<file path="src/rtl/clock_divider_multi.sv">
// Multi-channel programmable clock/tick divider with glitch-free divisor updates.
// Optional divisor readback port is enabled by defining CLKDIV_READBACK_EN.
module clock_divider_multi #(
  parameter int NUM_CH      = 4,
  parameter int CNT_W       = 32,
  parameter int DEFAULT_DIV = 5_000_000,
  parameter int CH_W        = (NUM_CH > 1) ? $clog2(NUM_CH) : 1
) (
  input  logic              i_clk,
  input  logic              i_reset,
  input  logic [NUM_CH-1:0] i_enable,
  input  logic [NUM_CH-1:0] i_mode,
  input  logic              i_div_wr,
  input  logic [CH_W-1:0]   i_div_sel,
  input  logic [CNT_W-1:0]  i_div_val,
  input  logic              i_sync,
  output logic [NUM_CH-1:0] o_clk,
  output logic [NUM_CH-1:0] o_tick
`ifdef CLKDIV_READBACK_EN
  ,
  output logic [CNT_W-1:0]  o_rd_div
`endif
);

  localparam logic [CNT_W-1:0] DEF_DIV   = CNT_W'(DEFAULT_DIV);
  localparam logic [CNT_W-1:0] ONE       = CNT_W'(1);
  localparam logic [CH_W:0]    CH_LIMIT  = (CH_W+1)'(NUM_CH);

  logic sel_ok;
  assign sel_ok = ({1'b0, i_div_sel} < CH_LIMIT);

`ifdef CLKDIV_READBACK_EN
  logic [NUM_CH-1:0][CNT_W-1:0] div_active_all;
`endif

  genvar gi;
  generate
    for (gi = 0; gi < NUM_CH; gi++) begin : g_ch
      logic [CNT_W-1:0] cnt_q, cnt_d;
      logic [CNT_W-1:0] div_active_q, div_active_d;
      logic [CNT_W-1:0] div_pending_q, div_pending_d;
      logic             pend_valid_q, pend_valid_d;
      logic             clk_q, clk_d;
      logic             tick_q, tick_d;
      logic [CNT_W-1:0] term_val;
      logic             tc;
      logic             wr_hit;

      // A stored divisor of 0 behaves as 1, so its terminal value is 0.
      assign term_val = (div_active_q == '0) ? '0 : (div_active_q - ONE);
      assign tc       = i_enable[gi] & (cnt_q == term_val);
      assign wr_hit   = i_div_wr & sel_ok & (i_div_sel == CH_W'(gi));

      always_comb begin
        cnt_d         = cnt_q;
        div_active_d  = div_active_q;
        div_pending_d = div_pending_q;
        pend_valid_d  = pend_valid_q;
        clk_d         = clk_q;
        tick_d        = 1'b0;

        if (i_sync) begin
          cnt_d  = '0;
          clk_d  = 1'b0;
          tick_d = 1'b0;
          if (pend_valid_q) begin
            div_active_d = div_pending_q;
            pend_valid_d = 1'b0;
          end
        end else if (i_enable[gi]) begin
          tick_d = tc;
          cnt_d  = tc ? '0 : (cnt_q + ONE);
          if (tc && pend_valid_q) begin
            div_active_d = div_pending_q;
            pend_valid_d = 1'b0;
          end
          clk_d = i_mode[gi] ? tc : (clk_q ^ tc);
        end else begin
          // Pulse mode mirrors the (zero) tick; toggle mode freezes its level.
          clk_d = i_mode[gi] ? 1'b0 : clk_q;
        end

        // Applied after the TC/sync transfer so a coincident write stays pending.
        if (wr_hit) begin
          div_pending_d = i_div_val;
          pend_valid_d  = 1'b1;
        end
      end

      always_ff @(posedge i_clk or posedge i_reset) begin
        if (i_reset) begin
          cnt_q         <= '0;
          div_active_q  <= DEF_DIV;
          div_pending_q <= '0;
          pend_valid_q  <= 1'b0;
          clk_q         <= 1'b0;
          tick_q        <= 1'b0;
        end else begin
          cnt_q         <= cnt_d;
          div_active_q  <= div_active_d;
          div_pending_q <= div_pending_d;
          pend_valid_q  <= pend_valid_d;
          clk_q         <= clk_d;
          tick_q        <= tick_d;
        end
      end

      assign o_clk[gi]  = clk_q;
      assign o_tick[gi] = tick_q;
`ifdef CLKDIV_READBACK_EN
      assign div_active_all[gi] = div_active_q;
`endif
    end
  endgenerate

`ifdef CLKDIV_READBACK_EN
  logic [CNT_W-1:0] rd_div_q, rd_div_d;

  always_comb begin
    rd_div_d = '0;
    if (sel_ok) begin
      rd_div_d = div_active_all[i_div_sel];
    end
  end

  always_ff @(posedge i_clk or posedge i_reset) begin
    if (i_reset) begin
      rd_div_q <= DEF_DIV;
    end else begin
      rd_div_q <= rd_div_d;
    end
  end

  assign o_rd_div = rd_div_q;
`endif

endmodule
</file>
<file path="config.mk">
export PLATFORM = sky130hd
export DESIGN_NAME = clock_divider_multi
export DESIGN_NICKNAME = d
export VERILOG_FILES = /design/src/rtl/clock_divider_multi.sv
export SDC_FILE = /design/constraint.sdc
export NUM_CORES = 1
export LEC_CHECK = 0
export BUFFER_PORTS_ARGS = -buffer_cell sky130_fd_sc_hd__clkbuf_2
export CAP_MARGIN = 20
export CORE_UTILIZATION = 39
export CTS_BUF_LIST = sky130_fd_sc_hd__clkbuf_4
export CTS_CLUSTER_SIZE = 20
export DETAILED_ROUTE_END_ITERATION = 10
export SLEW_MARGIN = 20
export SYNTH_ARGS = -nofsm -noshare
export SYNTH_HDL_FRONTEND = slang
export SYNTH_SLANG_ARGS = --single-unit
</file>
<file path="constraint.sdc">
create_clock -name i_clk -period 30.2 [get_ports i_clk]
set_input_delay 4.53 -clock i_clk [delete_from_list [all_inputs] [get_ports i_clk]]
set_output_delay 4.53 -clock i_clk [all_outputs]
set_load 0.05 [all_outputs]
</file>
==> flow_summary_export.csv, run 1 <==
group,metric,value,unit
run_status,status,"completed",
global_route,track_usage,0.2376,
die,die_y,259.4,um
die,start_util,0.3978,
critical_path,criticalPathCategory,"primary input to flop",
synthesis,async_flop_share,1.000,
critical_path,r2r-start,"g_ch[1].div_active_q[4]",
global_route,met3_usage,0.03866,
pwr,ir_drop,0.02574,mV
synthesis,synthMuxAreaShare,0.07701,
synthesis,synth_edf_count,0,
global_route,overflow,0,
die,chipWidth,259.4,um
synthesis,synth_seq_cells,396,
clocking,clk_latency,0.91,ns
timing,period_minus_slack,7.211,ns
timing,min_period_over_period,0.2388,
die,coreArea,64930,um^2
critical_path,critPathArrivalTime,7.94,ns
detailed_routing,postRouteAntennaNets,0,
critical_path,reg2reg_depth,9,
clocking,root_buffer,"clkbuf_4",
critical_path,reg2reg_to,"g_ch[1].cnt_q[31]",
die,dieArea,67270,um^2
synthesis,synth-xor-area-share,0.08002,
clocking,cts_tree,"built",
detailed_routing,remaining_drc_errors,0,
hold_path,hold_end,"g_ch[2].div_active_q[20]",
hold_path,hp-class,"flop to flop",
global_route,top_usage_layer,"met2",
clocking,cts_max_path_buffers,3,
finish,final_nets,2821,
pwr,p_leak,0.01030,uW
synthesis,ys.flop_type,"dfrtp_1",
die,ios,54,
detailed_routing,vias,22675,
clocking,cts_sinks,396,
detailed_routing,drt_iter0_drc,1923,
global_route,grt_max_degree,182,
timing,worstMarginPinSlew,1.086,ns
critical_path,reg2reg_slack,24.66,ns
clocking,numCtsBuffers,108,
finish,area_delta_synth_final,8.011,%
global_route,met1_usage,0.3192,
timing,max_slew_margin,0.2762,
synthesis,synth_compound_area_frac,0.1596,
timing,fin_skew,0.07555,ns
critical_path,crit_chain,"clkbuf_2 > nand2_1 > a221oi_1 > o2111a_1 > or4bb_1 > or4_2 > nor2_4 > nor3_1",
finish,final_util,0.4297,
timing,hold_violations,0,
critical_path,slowest_stage,"or4_2",
clocking,ctsResizeCount,0,
die,rows,93,
critical_path,critPathMaxStageDelay,1.17,ns
synthesis,synth-adder-area-share,0.003875,
synthesis,synth_cell_type_count,101,
timing,rsz0062_at_grt,"false",
global_route,grt_pass1_wl,127.2,mm
global_route,use_met2,0.3721,
place,io_buffers,53,
detailed_routing,first_pass_iters,6,
detailed_routing,wl_per_cell,21.50,um
hold_path,hp-start,"g_ch[2].div_pending_q[20]",
detailed_routing,viasPerCell,6.100,
run,max-cap-violations,0,
critical_path,cp.required,30.93,ns
timing,drv_slew,0,
timing,fmax,138.7,MHz
finish,drive_gt1_frac,0.1923,
hold_path,whs_path_depth,1,
synthesis,seq_area_frac_synth,0.3852,
global_route,grt_pass1_vias,22075,
clocking,holdBufCountCts,0,
synthesis,avgSynthCellArea,9.164,um^2
synthesis,synth-simple-area-share,0.2454,
synthesis,yosysWarnings,0,
place,routabilityCongestion,0.9859,
critical_path,cp-start-kind,"primary input",
timing,tns,0,ns
synthesis,netlist_instances,2819,
critical_path,startpoint,"i_enable[1]",
clocking,htreeDepth,3,
critical_path,cp-end-kind,"flop",
synthesis,synth_area,25830,um^2
clocking,postCtsSetupBuffers,0,
critical_path,critPathMaxFanout,37,
pwr,p_per_area,54.03,nW/um^2
place,dp_hpwl,56.39,mm
synthesis,syn-num-nets,2873,
global_route,antenna_found_initial,3,
synthesis,synth_top_family_by_area,"simple AND/OR/NAND/NOR gates",
timing,report.final.setup_viol,0,
clocking,clk_pin_slew,0.07,ns
detailed_routing,routed_wl,79.91,mm
==> kinds of logic (layout without fill, tap and decap cells) <==
family,count (synthesis),count (layout)
XOR/XNOR,228,228
multiplexers,178,178
buffers and inverters,302,343
flip-flops,396,396
AO/OA/AOI/OAI,542,542
other,0,2
adder cells (fa/ha/maj),8,8
AND/OR/NAND/NOR,1165,1165
==> how the worst max path moves through the flow <==
stage / to / slack, ns / depth (start not counted)
floorplan: g_ch[0].clk_q / 14.71 / 1
global placement: g_ch[1].cnt_q[31] / 22.23 / 8
detailed placement: g_ch[1].cnt_q[31] / 22.15 / 8
CTS: g_ch[1].cnt_q[31] / 23.13 / 8
global route: g_ch[1].pend_valid_q / 22.87 / 8
finish: g_ch[1].cnt_q[31] / 22.99 / 8
==> per-stage QoR <==
step | hold slack [ns] | instance area, um^2 | cells | setup WS (ns) | power, uW
after CTS | 0.4723 | 27890 | 3715 | 23.13 | 1522
after detailed placement | 0.4819 | 26440 | 3512 | 22.15 | 1003
after global placement | 0.4710 | 26440 | 3512 | 22.23 | 994.0
after floorplan | 0.4585 | 25830 | 2819 | 14.71 | 911.8
after global routing | 0.4862 | 27900 | 3716 | 22.87 | 1594
final | 0.4594 | 27900 | 3717 | 22.99 | 1508
==> cells in the final DEF, fill, tap and decap left out, types with 11 or more instances in the layout <==
cell,count
a211oi_1,18
a21oi_1,37
a222oi_1,32
a31oi_1,15
and3_1,39
and4_1,23
buf_4,38
clkbuf_2,52
clkbuf_4,164
clkinv_1,29
dfrtp_1,364
dfstp_2,32
inv_1,47
mux2_2,164
mux2i_1,12
nand2_1,240
nand2b_1,28
nand3_1,118
nand3b_1,12
nand4_1,68
nand4b_1,15
nor2_1,153
nor2b_1,47
nor3_1,163
nor3_2,13
nor3b_1,18
nor4_1,82
o211ai_1,148
o211ai_2,27
o21a_1,11
o21ai_0,89
o22ai_1,12
o31a_1,12
o31ai_1,14
or2_2,13
or3_1,41
or4_1,35
xnor2_1,120
xor2_1,103
==> critical path: cells and delay by family <==
kind,cells,cell delay (ns)
AND/OR/NAND/NOR,5,2.61
AO/OA/AOI/OAI,2,0.53
buffers and inverters,1,0.22
==> cell usage after synthesis, drive strengths merged (7+ instances only) <==
| master | n | area [um^2] |
|---|---|---|
| dfrtp | 364 | 9109 |
| nand2 | 240 | 900.9 |
| clkbuf | 208 | 780.8 |
| nor3 | 177 | 952.2 |
| o211ai | 175 | 1449 |
| mux2 | 166 | 1869 |
| nor2 | 155 | 589.3 |
| xnor2 | 120 | 1051 |
| nand3 | 118 | 590.6 |
| xor2 | 103 | 902.1 |
| o21ai | 94 | 470.5 |
| nor4 | 87 | 575.6 |
| nand4 | 69 | 437.9 |
| inv | 49 | 183.9 |
| nor2b | 47 | 294.0 |
| buf | 45 | 297.8 |
| or3 | 41 | 256.5 |
| and3 | 39 | 244.0 |
| a21oi | 37 | 185.2 |
| or4 | 37 | 281.5 |
| a222oi | 32 | 320.3 |
| dfstp | 32 | 840.8 |
| nand2b | 28 | 175.2 |
| and4 | 23 | 201.4 |
| nor3b | 19 | 142.6 |
| a211oi | 18 | 135.1 |
| a31oi | 16 | 100.1 |
| nand4b | 15 | 131.4 |
| o31ai | 15 | 117.6 |
| or2 | 14 | 87.59 |
| and2 | 12 | 75.07 |
| mux2i | 12 | 120.1 |
| nand3b | 12 | 90.09 |
| o21a | 12 | 90.09 |
| o22ai | 12 | 75.07 |
| o31a | 12 | 105.1 |
| nor4b | 9 | 85.08 |
| ha | 8 | 100.1 |
| a221o | 7 | 70.07 |
| o2111ai | 7 | 61.31 |
| o221ai | 7 | 61.31 |
==> registers in the layout, indices dropped and copies added, names as in the netlist <==
register            flops
g_ch.pend_valid_q       4
g_ch.div_active_q     128
g_ch.tick_q             4
g_ch.cnt_q            128
g_ch.div_pending_q    128
g_ch.clk_q              4
==> metal layers <==
metal  share of wire  up-vias
met3           0.055      179
met5         0.00055        -
met2            0.46      719
li1                -    10482
met4           0.043        6
met1            0.44    11289
==> layout make-up <==
| type | count | area (um^2) |
|---|---|---|
| clock buffers | 164 | 1231 |
| fillers | 6388 | 37030 |
| diodes | 2 | 5.005 |
| well taps | 855 | 1070 |
| flip-flops and latches | 396 | 9950 |
| inverters | 49 | 192.7 |
| repair buffers | 91 | 565.5 |
| multi-input cells | 2121 | 14670 |
| clock inverters | 39 | 215.2 |
==> report_power, final <==
group          internal (uW)  switching, uW
Sequential               607            102
Combinational            136            154
Clock                    265            243
Total                   1010            500
(Power assumes the default switching activity.)
==> run 2, diff against run 1 <==
==> constraint.sdc (replaced) <==
create_clock -name i_clk -period 6.2 [get_ports i_clk]
set_input_delay 0.93 -clock i_clk [delete_from_list [all_inputs] [get_ports i_clk]]
set_output_delay 0.93 -clock i_clk [all_outputs]
set_load 0.05 [all_outputs]
==> flow_summary_export.csv, run 2 (same netlist as run 1, synthesis figures left out) <==
group,metric,value,unit
clocking,clk_latency,0.92,ns
clocking,postCtsSetupBuffers,0,
finish,fillerInstances,6400,
run,max-cap-violations,0,
timing,max_slew_margin,0.3090,
die,ios,54,
finish,multiInputGateArea,14670,um^2
clocking,ctsResizeCount,0,
timing,min_period_over_period,0.8048,
critical_path,cp-start-kind,"flop",
clocking,clk_pin_slew,0.07,ns
finish,seqCellArea,9950,um^2
detailed_routing,drt_iter0_drc,1837,
clocking,numCtsBuffers,110,
run_status,status,"completed",
global_route,grt_pass1_wl,131.1,mm
global_route,grt_max_degree,162,
detailed_routing,vias,22873,
finish,final_nets,2834,
global_route,grt_pass1_vias,22414,
finish,layout_commonest_cell,"dfrtp_1",
timing,hold_violations,0,
clocking,cts_sinks,396,
critical_path,critPathMaxFanout,29,
clocking,cts_tree,"built",
finish,final_util,0.4312,
pwr,ir_drop,0.1201,mV
timing,drv_slew,0,
timing,fmax,200.4,MHz
die,chipWidth,259.4,um
timing,rsz0062_at_grt,"false",
global_route,antenna_found_initial,2,
detailed_routing,remaining_drc_errors,0,
pwr,p_per_area,262.7,nW/um^2
die,start_util,0.3978,
clocking,cts_max_path_buffers,3,
critical_path,slowest_stage,"or4_2",
critical_path,crit_family,"simple AND/OR/NAND/NOR gates",
clocking,root_buffer,"clkbuf_4",
timing,holdWs,0.1010,ns
place,io_buffers,53,
timing,worstMarginPinSlew,1.035,ns
die,rows,93,
global_route,overflow,0,
detailed_routing,viasPerCell,6.129,
die,coreArea,64930,um^2
detailed_routing,postRouteAntennaNets,0,
detailed_routing,routed_wl,81.97,mm
place,routabilityCongestion,0.9549,
finish,reg.largest.list,"g_ch.cnt_q: 128 flops, g_ch.div_active_q: 128 flops, g_ch.div_pending_q: 128 flops",
critical_path,criticalPathCategory,"flop to flop",
critical_path,cp.required,6.91,ns
pwr,p_leak,0.01036,uW
hold_path,hp-class,"primary input to async pin",
critical_path,critPathArrivalTime,5.70,ns
timing,period_minus_slack,4.990,ns
clocking,holdBufCountCts,0,
critical_path,critPathMaxStageDelay,0.98,ns
clocking,htreeDepth,3,
critical_path,crit_chain,"nor4_2 > and2_0 > nand3_1 > nor4b_1 > mux2_2 > or4bb_1 > or4_2 > nor2_4 > buf_4 > nor3_1",
timing,fin_skew,0.04257,ns
finish,drive_gt1_frac,0.1949,
global_route,track_usage,0.2458,
finish,most-common-layout-cells,"dfrtp_1, nand2_1, mux2_2",
critical_path,critical_path_buf_inv_count,1,
finish,area_delta_synth_final,8.394,%
die,die_y,259.4,um
detailed_routing,wl_per_cell,21.96,um
timing,report.final.setup_viol,0,
die,dieArea,67270,um^2
detailed_routing,first_pass_iters,7,
place,dp_hpwl,58.55,mm
critical_path,cp-end-kind,"flop",
## run 2: worst register-to-register path: stages (launching register included)
cell and delay (ns):
dfrtp_1 0.50, nor4_2 0.65, and2_0 0.48, nand3_1 0.20, nor4b_1 0.42, mux2_2 0.42, or4bb_1 0.49, or4_2 0.98
nor2_4 0.17, buf_4 0.38, nor3_1 0.12
## run 2: metal layers
metal / track usage / part of all wire
met4: 0.1028 / 0.041
met3: 0.04267 / 0.056
met2: 0.3893 / 0.46
met1: 0.3304 / 0.44
met5: 0 / 0
## run 2: stage by stage
stage / setup TNS (ns) / instance area, um^2 / worst slack, ns / instances / power [uW]
global route: 0 / 28000 / 0.8341 / 3732 / 7800
detailed placement: 0 / 26540 / 1.274 / 3523 / 4913
finish: 0 / 28000 / 1.210 / 3732 / 7356
CTS: 0 / 27990 / 1.249 / 3729 / 7438
floorplan: -12.26 / 25840 / -0.03369 / 2819 / 4442
global placement: 0 / 26530 / 1.316 / 3522 / 4865
## run 2: area by class of cell
class | count | share of cell area
tap | 855 | 0.03821
multi-input combinational | 2121 | 0.5237
clock buffer | 162 | 0.04343
inverter | 49 | 0.006747
timing repair buffer | 102 | 0.02400
sequential | 396 | 0.3553
antenna | 3 | 0.0002681
clock inverter | 44 | 0.008267
## run 2: power breakdown
part	total (uW)	internal [uW]	leakage, uW	switching [uW]
logic	1440	668	0.00470	768
registers	3450	2960	0.00481	493
clock network	2470	1250	0.000851	1220
total	7360	4880	0.0104	2480
## run 2: worst paths after layout
kind,slack (ns),endpoint,from,cells after the start
hold / removal,0.10,g_ch[0].cnt_q[6],i_reset,2
hold reg to reg,0.49,g_ch[2].div_active_q[0],g_ch[2].div_pending_q[0],1
setup / recovery,1.21,g_ch[1].cnt_q[29],g_ch[1].div_active_q[17],10
max in group asynchronous,4.48,g_ch[3].cnt_q[11],i_reset,4
setup reg to reg,1.21,g_ch[1].cnt_q[29],g_ch[1].div_active_q[17],10
min in group i_clk,0.35,g_ch[3].clk_q,i_mode[3],4
